<file path="config.mk">
export PLATFORM = sky130hd
export DESIGN_NAME = multicycle_controller
export DESIGN_NICKNAME = d
export VERILOG_FILES = /design/src/rtl/multicycle_pkg.sv /design/src/rtl/mem_watchdog.sv /design/src/rtl/multicycle_controller.sv
export SDC_FILE = /design/constraint.sdc
export NUM_CORES = 1
export LEC_CHECK = 0
export ABC_AREA = 1
export BUFFER_PORTS_ARGS = -buffer_cell sky130_fd_sc_hd__buf_2
export CAP_MARGIN = 40
export CORE_MARGIN = 8
export CORE_UTILIZATION = 30
export CTS_CLUSTER_SIZE = 20
export DETAILED_ROUTE_END_ITERATION = 16
export PLACE_DENSITY = 0.51
export SLEW_MARGIN = 20
export SYNTH_ARGS = -nofsm -noshare
export SYNTH_HDL_FRONTEND = slang
export SYNTH_SLANG_ARGS = --single-unit
</file>
<file path="constraint.sdc">
create_clock -name clk -period 1.25 [get_ports clk]
set_input_delay 0.3125 -clock clk [delete_from_list [all_inputs] [get_ports clk]]
set_output_delay 0.3125 -clock clk [all_outputs]
set_load 0.01 [all_outputs]
</file>
<file path="src/rtl/multicycle_pkg.sv">
// rtl/multicycle_pkg.sv - shared states, opcodes and datapath select encodings for the multicycle controller
package multicycle_pkg;

    typedef enum logic [3:0] {
        S_IDLE,
        S_FETCH,
        S_DECODE,
        S_EXEC_ADDR,
        S_MEM,
        S_EXEC_ALU,
        S_EXEC_BRANCH,
        S_BR_TARGET,
        S_EXEC_JAL,
        S_EXEC_JALR,
        S_EXEC_AUIPC,
        S_WB,
        S_TRAP
    } state_t;

    localparam logic [6:0] OP_LOAD   = 7'b0000011;
    localparam logic [6:0] OP_STORE  = 7'b0100011;
    localparam logic [6:0] OP_OP     = 7'b0110011;
    localparam logic [6:0] OP_OPIMM  = 7'b0010011;
    localparam logic [6:0] OP_BRANCH = 7'b1100011;
    localparam logic [6:0] OP_JAL    = 7'b1101111;
    localparam logic [6:0] OP_JALR   = 7'b1100111;
    localparam logic [6:0] OP_AUIPC  = 7'b0010111;
    localparam logic [6:0] OP_LUI    = 7'b0110111;

    localparam logic [1:0] ALU_A_PC     = 2'd0;
    localparam logic [1:0] ALU_A_OLD_PC = 2'd1;
    localparam logic [1:0] ALU_A_RS1    = 2'd2;

    localparam logic [1:0] ALU_B_RS2  = 2'd0;
    localparam logic [1:0] ALU_B_IMM  = 2'd1;
    localparam logic [1:0] ALU_B_FOUR = 2'd2;

    localparam logic [1:0] ALU_OP_ADD    = 2'd0;
    localparam logic [1:0] ALU_OP_BRANCH = 2'd1;
    localparam logic [1:0] ALU_OP_FUNCT  = 2'd2;

    localparam logic [1:0] WB_ALU  = 2'd0;
    localparam logic [1:0] WB_MEM  = 2'd1;
    localparam logic [1:0] WB_LINK = 2'd2;
    localparam logic [1:0] WB_IMM  = 2'd3;

    localparam logic [1:0] TRAP_NONE        = 2'd0;
    localparam logic [1:0] TRAP_ILLEGAL     = 2'd1;
    localparam logic [1:0] TRAP_MEM_TIMEOUT = 2'd2;

    // Stores and loads share EXEC_ADDR/MEM; only the write strobe and the exit differ
    function automatic logic is_store(input logic [6:0] op);
        return op == OP_STORE;
    endfunction

endpackage

</file>
<file path="src/rtl/mem_watchdog.sv">
// rtl/mem_watchdog.sv - counts stalled memory-request cycles and flags a timeout
module mem_watchdog #(
    parameter int MEM_TIMEOUT = 16
) (
    input  logic clk,
    input  logic rst,
    input  logic start,
    input  logic clear,
    output logic timeout
);

    localparam int CW = (MEM_TIMEOUT > 1) ? $clog2(MEM_TIMEOUT) : 1;
    localparam logic [CW-1:0] LIMIT = CW'(MEM_TIMEOUT - 1);

    logic [CW-1:0] count;

    // Count stalled cycles; saturate at the limit so the counter never wraps
    always_ff @(posedge clk) begin
        if (rst || clear) begin
            count <= '0;
        end else if (start && (count != LIMIT)) begin
            count <= count + 1'b1;
        end
    end

    // Timeout only while still stalling, so a same-cycle ready always wins
    assign timeout = start && (count == LIMIT);

endmodule

</file>
<file path="src/rtl/multicycle_controller.sv">
// rtl/multicycle_controller.sv - FSM sequencing fetch/decode/execute/memory/writeback for a multicycle RV32I core
module multicycle_controller
    import multicycle_pkg::*;
#(
    parameter int MEM_TIMEOUT = 16
) (
    input  logic       clk,
    input  logic       rst,
    input  logic [6:0] opcode,
    input  logic       mem_ready,
    input  logic       branch_taken,
    output logic       mem_req,
    output logic       mem_we,
    output logic       mem_addr_sel,
    output logic       ir_write,
    output logic       pc_write,
    output logic       pc_src_sel,
    output logic [1:0] alu_a_sel,
    output logic [1:0] alu_b_sel,
    output logic [1:0] alu_op,
    output logic       reg_write,
    output logic [1:0] wb_sel,
    output logic       instr_retired,
    output logic       trap,
    output logic [1:0] trap_cause
);

    state_t     state_q;
    state_t     state_d;
    logic [1:0] wb_sel_q;
    logic [1:0] wb_sel_d;
    logic       retire_q;
    logic       retire_d;
    logic       trap_q;
    logic [1:0] trap_cause_q;
    logic [1:0] trap_cause_d;

    logic       in_mem_wait;
    logic       wd_start;
    logic       wd_clear;
    logic       wd_timeout;

    assign in_mem_wait = (state_q == S_FETCH) || (state_q == S_MEM);
    assign wd_start    = in_mem_wait && !mem_ready;
    assign wd_clear    = !in_mem_wait || mem_ready;

    mem_watchdog #(
        .MEM_TIMEOUT (MEM_TIMEOUT)
    ) u_mem_watchdog (
        .clk     (clk),
        .rst     (rst),
        .start   (wd_start),
        .clear   (wd_clear),
        .timeout (wd_timeout)
    );

    // State, writeback select, retire pulse and sticky trap registers
    always_ff @(posedge clk) begin
        if (rst) begin
            state_q      <= S_IDLE;
            wb_sel_q     <= WB_ALU;
            retire_q     <= 1'b0;
            trap_q       <= 1'b0;
            trap_cause_q <= TRAP_NONE;
        end else begin
            state_q  <= state_d;
            retire_q <= retire_d;
            if (state_d == S_WB) begin
                wb_sel_q <= wb_sel_d;
            end
            if ((state_d == S_TRAP) && (state_q != S_TRAP)) begin
                trap_q       <= 1'b1;
                trap_cause_q <= trap_cause_d;
            end
        end
    end

    // Next-state and datapath control decode; reset overrides every output
    always_comb begin
        state_d       = state_q;
        wb_sel_d      = WB_ALU;
        retire_d      = 1'b0;
        trap_cause_d  = TRAP_NONE;
        mem_req       = 1'b0;
        mem_we        = 1'b0;
        mem_addr_sel  = 1'b0;
        ir_write      = 1'b0;
        pc_write      = 1'b0;
        pc_src_sel    = 1'b0;
        alu_a_sel     = ALU_A_PC;
        alu_b_sel     = ALU_B_RS2;
        alu_op        = ALU_OP_ADD;
        reg_write     = 1'b0;
        wb_sel        = WB_ALU;
        instr_retired = retire_q;
        trap          = trap_q;
        trap_cause    = trap_cause_q;

        case (state_q)
            S_IDLE: begin
                state_d = S_FETCH;
            end

            S_FETCH: begin
                mem_req   = 1'b1;
                alu_a_sel = ALU_A_PC;
                alu_b_sel = ALU_B_FOUR;
                alu_op    = ALU_OP_ADD;
                if (mem_ready) begin
                    ir_write = 1'b1;
                    pc_write = 1'b1;
                    state_d  = S_DECODE;
                end else if (wd_timeout) begin
                    trap_cause_d = TRAP_MEM_TIMEOUT;
                    state_d      = S_TRAP;
                end
            end

            // Register file read and immediate register settle this cycle
            S_DECODE: begin
                case (opcode)
                    OP_LOAD, OP_STORE: state_d = S_EXEC_ADDR;
                    OP_OP, OP_OPIMM:   state_d = S_EXEC_ALU;
                    OP_BRANCH:         state_d = S_EXEC_BRANCH;
                    OP_JAL:            state_d = S_EXEC_JAL;
                    OP_JALR:           state_d = S_EXEC_JALR;
                    OP_AUIPC:          state_d = S_EXEC_AUIPC;
                    OP_LUI: begin
                        wb_sel_d = WB_IMM;
                        state_d  = S_WB;
                    end
                    default: begin
                        trap_cause_d = TRAP_ILLEGAL;
                        state_d      = S_TRAP;
                    end
                endcase
            end

            S_EXEC_ADDR: begin
                alu_a_sel = ALU_A_RS1;
                alu_b_sel = ALU_B_IMM;
                alu_op    = ALU_OP_ADD;
                state_d   = S_MEM;
            end

            S_MEM: begin
                mem_req      = 1'b1;
                mem_addr_sel = 1'b1;
                mem_we       = is_store(opcode);
                if (mem_ready) begin
                    if (is_store(opcode)) begin
                        retire_d = 1'b1;
                        state_d  = S_FETCH;
                    end else begin
                        wb_sel_d = WB_MEM;
                        state_d  = S_WB;
                    end
                end else if (wd_timeout) begin
                    trap_cause_d = TRAP_MEM_TIMEOUT;
                    state_d      = S_TRAP;
                end
            end

            // opcode[5] separates register-register from register-immediate
            S_EXEC_ALU: begin
                alu_a_sel = ALU_A_RS1;
                alu_b_sel = opcode[5] ? ALU_B_RS2 : ALU_B_IMM;
                alu_op    = ALU_OP_FUNCT;
                wb_sel_d  = WB_ALU;
                state_d   = S_WB;
            end

            S_EXEC_BRANCH: begin
                alu_a_sel = ALU_A_RS1;
                alu_b_sel = ALU_B_RS2;
                alu_op    = ALU_OP_BRANCH;
                if (branch_taken) begin
                    state_d = S_BR_TARGET;
                end else begin
                    retire_d = 1'b1;
                    state_d  = S_FETCH;
                end
            end

            S_BR_TARGET: begin
                alu_a_sel = ALU_A_OLD_PC;
                alu_b_sel = ALU_B_IMM;
                alu_op    = ALU_OP_ADD;
                pc_write  = 1'b1;
                retire_d  = 1'b1;
                state_d   = S_FETCH;
            end

            S_EXEC_JAL: begin
                alu_a_sel = ALU_A_OLD_PC;
                alu_b_sel = ALU_B_IMM;
                alu_op    = ALU_OP_ADD;
                pc_write  = 1'b1;
                wb_sel_d  = WB_LINK;
                state_d   = S_WB;
            end

            // JALR target must have bit0 cleared before loading the PC
            S_EXEC_JALR: begin
                alu_a_sel  = ALU_A_RS1;
                alu_b_sel  = ALU_B_IMM;
                alu_op     = ALU_OP_ADD;
                pc_write   = 1'b1;
                pc_src_sel = 1'b1;
                wb_sel_d   = WB_LINK;
                state_d    = S_WB;
            end

            S_EXEC_AUIPC: begin
                alu_a_sel = ALU_A_OLD_PC;
                alu_b_sel = ALU_B_IMM;
                alu_op    = ALU_OP_ADD;
                wb_sel_d  = WB_ALU;
                state_d   = S_WB;
            end

            S_WB: begin
                reg_write = 1'b1;
                wb_sel    = wb_sel_q;
                retire_d  = 1'b1;
                state_d   = S_FETCH;
            end

            S_TRAP: begin
                state_d = S_TRAP;
            end

            default: begin
                state_d = S_IDLE;
            end
        endcase

        if (rst) begin
            mem_req       = 1'b0;
            mem_we        = 1'b0;
            mem_addr_sel  = 1'b0;
            ir_write      = 1'b0;
            pc_write      = 1'b0;
            pc_src_sel    = 1'b0;
            alu_a_sel     = ALU_A_PC;
            alu_b_sel     = ALU_B_RS2;
            alu_op        = ALU_OP_ADD;
            reg_write     = 1'b0;
            wb_sel        = WB_ALU;
            instr_retired = 1'b0;
            trap          = 1'b0;
            trap_cause    = TRAP_NONE;
        end
    end

endmodule
</file>
======== Word level (Yosys, flattened, before mapping) ========
Cells that the tools add are included.
operators by class
  muxes and demuxes ....................... 46
  eq/ne operators ......................... 26
  reductions and logical operators ........ 22
  $add $sub $neg .......................... 1
operators with widths
  cell                                           number
  == test 4 bit, second input constant           8
  one-hot mux 4 bit (8 select lines)             1
  one-hot mux 4 bit (7 select lines)             1
  2-to-1 mux 1 bit                               23
  == test 7 x 6 -> 1 bit, second input constant  3
  == test 7 bit, second input constant           3
  2-to-1 mux 2 bit                               9
  == test 4 x 3 -> 1 bit, second input constant  4
  2-to-1 mux 4 bit                               4
  == test 7 x 5 -> 1 bit, second input constant  2
  one-hot mux 2 bit (2 select lines)             3
  one-hot mux 2 bit (3 select lines)             2
  OR reduction 2 bit                             5
  OR reduction 3 bit                             3
  OR reduction 9 bit                             1
  == test 4 x 2 -> 1 bit, second input constant  2
  inequality test 4 bit, second input constant   2
  OR reduction 4 bit                             2
  == test 7 x 2 -> 1 bit, second input constant  1
  OR reduction 5 bit                             1
  adder 4 x 1 -> 4 bit, second input constant    1
  == test 4 x 1 -> 1 bit, second input constant  1
  logical AND 1 bit                              4
  zero test 4 bit                                1
  5 further kinds                                8
storage, ports and cells
  bits of input ports ..................... 11
  output and inout port bits .............. 19
  register bits ........................... 14

======== Logic depth before layout (Yosys ltp) ========
  depth after elaboration ................. 9
  mapped depth ............................ 11
  gate-level depth less buffers ........... 11

======== Cells and area by module ========
Synthesis repeated with hierarchy kept, for this count alone.
second synthesis, totals
  cells, all modules ...................... 215
  area total of the unflattened synthesis .. 1181.1 um2
by module, submodules not included
  module                 area each (um2)  cells an instance  times used
  multicycle_controller  972.2            184                1
  mem_watchdog           209.0            31                 1

======== Worst setup path before layout ========
Ideal clock, no wire load.
  kind .................................... reg2out
  start point ............................. reg state_q[3]
  end point ............................... out alu_b_sel[0]
  data required time ...................... 0.938 ns
  stages on the path, launching flop included .. 6
  arrival ................................. 1.122 ns
  path slack .............................. -0.184 ns
  cell sequence ........................... dfxtp_1 inv_1 nor2_2 inv_1 o21a_1 a31oi_1
on the way
  longest elaborated chain between the ends .. 4
  elaborated cells on any way between the ends .. 10
  those cells by class .................... 7 x eq/ne; 2 x mux; 1 x reduce/logical
RTL lines
  element                                      line                          text
  start: declaration                           multicycle_controller.sv:28   state_t state_q;
  start signal: assignment                     multicycle_controller.sv:66   state_q <= state_d;
  == test 4 bit, or another cell as far along  multicycle_controller.sv:99   case (state_q)
  OR reduction 5 bit (no source line)          n/a
  one-hot mux 2 bit (3 select lines) *         multicycle_controller.sv:99
  2-to-1 mux 2 bit *                           multicycle_controller.sv:238  if (rst) begin
  end: declaration                             multicycle_controller.sv:19   output logic [1:0] alu_b_sel,
Mark *: on every way between the ends. The rest lies on a longest branch, timed or not.

======== Final worst setup path ========
  start point ............................. reg state_q[1]
  end point ............................... out alu_b_sel[0]
Same word-level chain as after synthesis.

==> reports/metrics.csv <==
metric,value,unit
area_delta_synth_final,86.8,%
grt_use_met2,0.214,
startpoint_type,register,
fmax,585,MHz
ys_ff_latch,14,
fin_ws,-458,ps
crit_required,940,ps
setup_viol,29,
min_delay_path_depth,2,
htreeDepth,1,
clk_pin_slew,60,ps
cts_buffers,3,
die_h,77.4,um
path_max_fanout,5,
final_cell_mix,"nand2_1, buf_4, nor2_1",
max_cap_violations,0,
root_buffer,clkbuf_8,
ios,30,
worst_path_dominant_cell_family,compound AO/OA/AOI/OAI gates,
hold_viol_final,0,
insertion_delay,240,ps
die_w,77.4,um
grt_pass1_wl,6.29,mm
final_util,0.581,
wl_per_cell,12.3,um
nNetsFinal,295,
arrival,1400,ps
busiest_layer,met2,
synth_edf_count,0,
violations,negative setup slack,
yosysSeqAreaShare,0.248,
status,"finished, violations left",
skew,6.08,ps
crit_chain,inv_1 -> nand2_1 -> o21a_1 -> a31oi_2 -> buf_2,
timing.rr.start,state_q[2],
dr_total_vias,1507,
cp_slowest_cell,dfxtp_2,
ys_warn_count,0,
multiInputGateArea,1020,um2
syn_area,1130,um2
synth_cell_type_count,25,
yosys.area.top_type,dfxtp_1,
numClockSinks,14,
end_kind,output pin,
post-route-drc-count,0,
diodes,0,
syn_inst,202,
cp.depth,5,
drt_pass1_iterations,4,
core,3630,um2
initial_utilization,0.311,
grt.met1_usage,0.144,
relSlewSlack,0.809,
antenna_found_initial,0,
viasPerCell,4.57,
die-area,5990,um2
fin_hold_ws,471,ps
hold_path.class,register to register,
synth_top_area_share,0.248,
postSynthAreaPerCell,5.59,um2
first_iter_violations,69,
period_needed,1710,ps
row_count,22,
grt_overflow,0,
peakVddDrop,0.499,mV
ant_nets,0,
gp_congestion,0.845,
r2r_slack,-330,ps
rr_endpoint,trap_cause_q[1],
synth_area_leaders,"dfxtp_1, nand2_1, nor2_1",
grt_max_degree,24,
first_global_vias,1421,
cellLeakagePower,0.00108,uW
seq_area,293,um2
postCtsHoldBufs,0,
path_buf_inv,2,
layout-drive-gt1-share,0.532,
use_met3,0.0334,
slew_viol_final,0,
drt-total-wl,4.08,mm
grt_use_total,0.123,
crit_type,register to output pin,
syn_nets,214,
slowest_delay,340,ps
rsz0062_at_grt,yes,
crit_start,state_q[1],
tritoncts,done,
n_fill_cell,336,
synth_ff_type,dfxtp_1,
place_hpwl,2.82,mm
worst_pin_slew,285,ps
fin_crit_sh,1.37,
cp-endpoint,alu_b_sel[0],
r2r_cells,13,
ys_async_sr_fraction,0,
cts.path.max_buffers,2,
power_density,1700,nW/um2
io_buffer_count,29,
[how the worst min path moves through the flow]
| stage | from | to | slack, ps |
|---|---|---|---|
| 5_1_grt | branch_taken | retire_q | 490 |
| 2_1_floorplan | trap_cause_q[0] | trap_cause_q[0] | 430 |
| 3_5_place_dp | trap_cause_q[0] | trap_cause_q[0] | 450 |
| 4_1_cts | trap_cause_q[1] | trap_cause_q[1] | 460 |
| 6_report | trap_cause_q[0] | trap_cause_q[0] | 470 |
| 3_3_place_gp | wb_sel_q[0] | wb_sel_q[0] | 450 |
[metrics by stage]
stage	instances	TNS, ps	worst slack [ps]	total power, uW	cell area (um2)
after floorplan	202	-373	-82.3	1580	1160
after global placement	313	-4570	-315	2330	1630
after detailed placement	313	-3950	-271	2320	1630
after CTS	327	-7440	-482	3250	1950
after global routing	330	-11010	-542	3810	2110
final	330	-8650	-458	3580	2110
[routing by layer]
metal	up-vias	share of wire
met4	0	0.013
met2	28	0.51
met1	675	0.43
li1	798	-
met5	-	0
met3	6	0.047
[where the power goes]
part	switching (uW)	total [uW]	internal (uW)
combinational	1390	2520	1130
clock	146	371	225
sequential	118	684	567
[synthesized netlist by cell type (all sizes together) (2+ instances only)]
master,n
a21oi,8
a31oi,3
clkbuf,2
dfxtp,14
inv,33
nand2,53
nand3,21
nand4,3
nor2,46
nor3,7
o21ai,5
[kinds of logic (layout without fill, tap and decap cells)]
family                     count (synthesis)  in the layout  synth area share
xor gates and xnor gates                   1              1           0.00775
and+or+nand+nor                          131            131             0.515
buffers and inverters                     36            116             0.121
DFF                                       14             14             0.248
adders and majority gates                  1              1            0.0111
AOI/OAI and AO/OA                         19             19            0.0975
[timing repair]
action                                  4_1_cts  5_1_grt
endpoints found under the setup margin       28       33
pin swaps                                    20       17
resized for setup                            53       36
hold endpoints to repair                      0        0
setup buffers                                10        6
[sequential cells by signal, summed over array words and instances (netlist names)]
| signal | count |
|---|---|
| wb_sel_q | 2 |
| retire_q | 1 |
| state_q | 4 |
| trap_q | 1 |
| trap_cause_q | 2 |
| u_mem_watchdog.count | 4 |
[area by class of cell]
cell class | instances | area share
Inverter | 33 | 0.0611
Clock buffer | 4 | 0.0213
Multi-Input combinational cell | 152 | 0.481
Tap cell | 48 | 0.0285
Timing Repair Buffer | 79 | 0.269
Sequential cell | 14 | 0.139
[worst register-to-register path, delay by kind of cell (launching register included)]
kind	cells	cell delay [ps]
and+or+nand+nor	8	710
DFF	1	370
buffers and inverters	4	330
AOI/OAI and AO/OA	1	50
No activity file was read; power rests on OpenSTA's default activity.
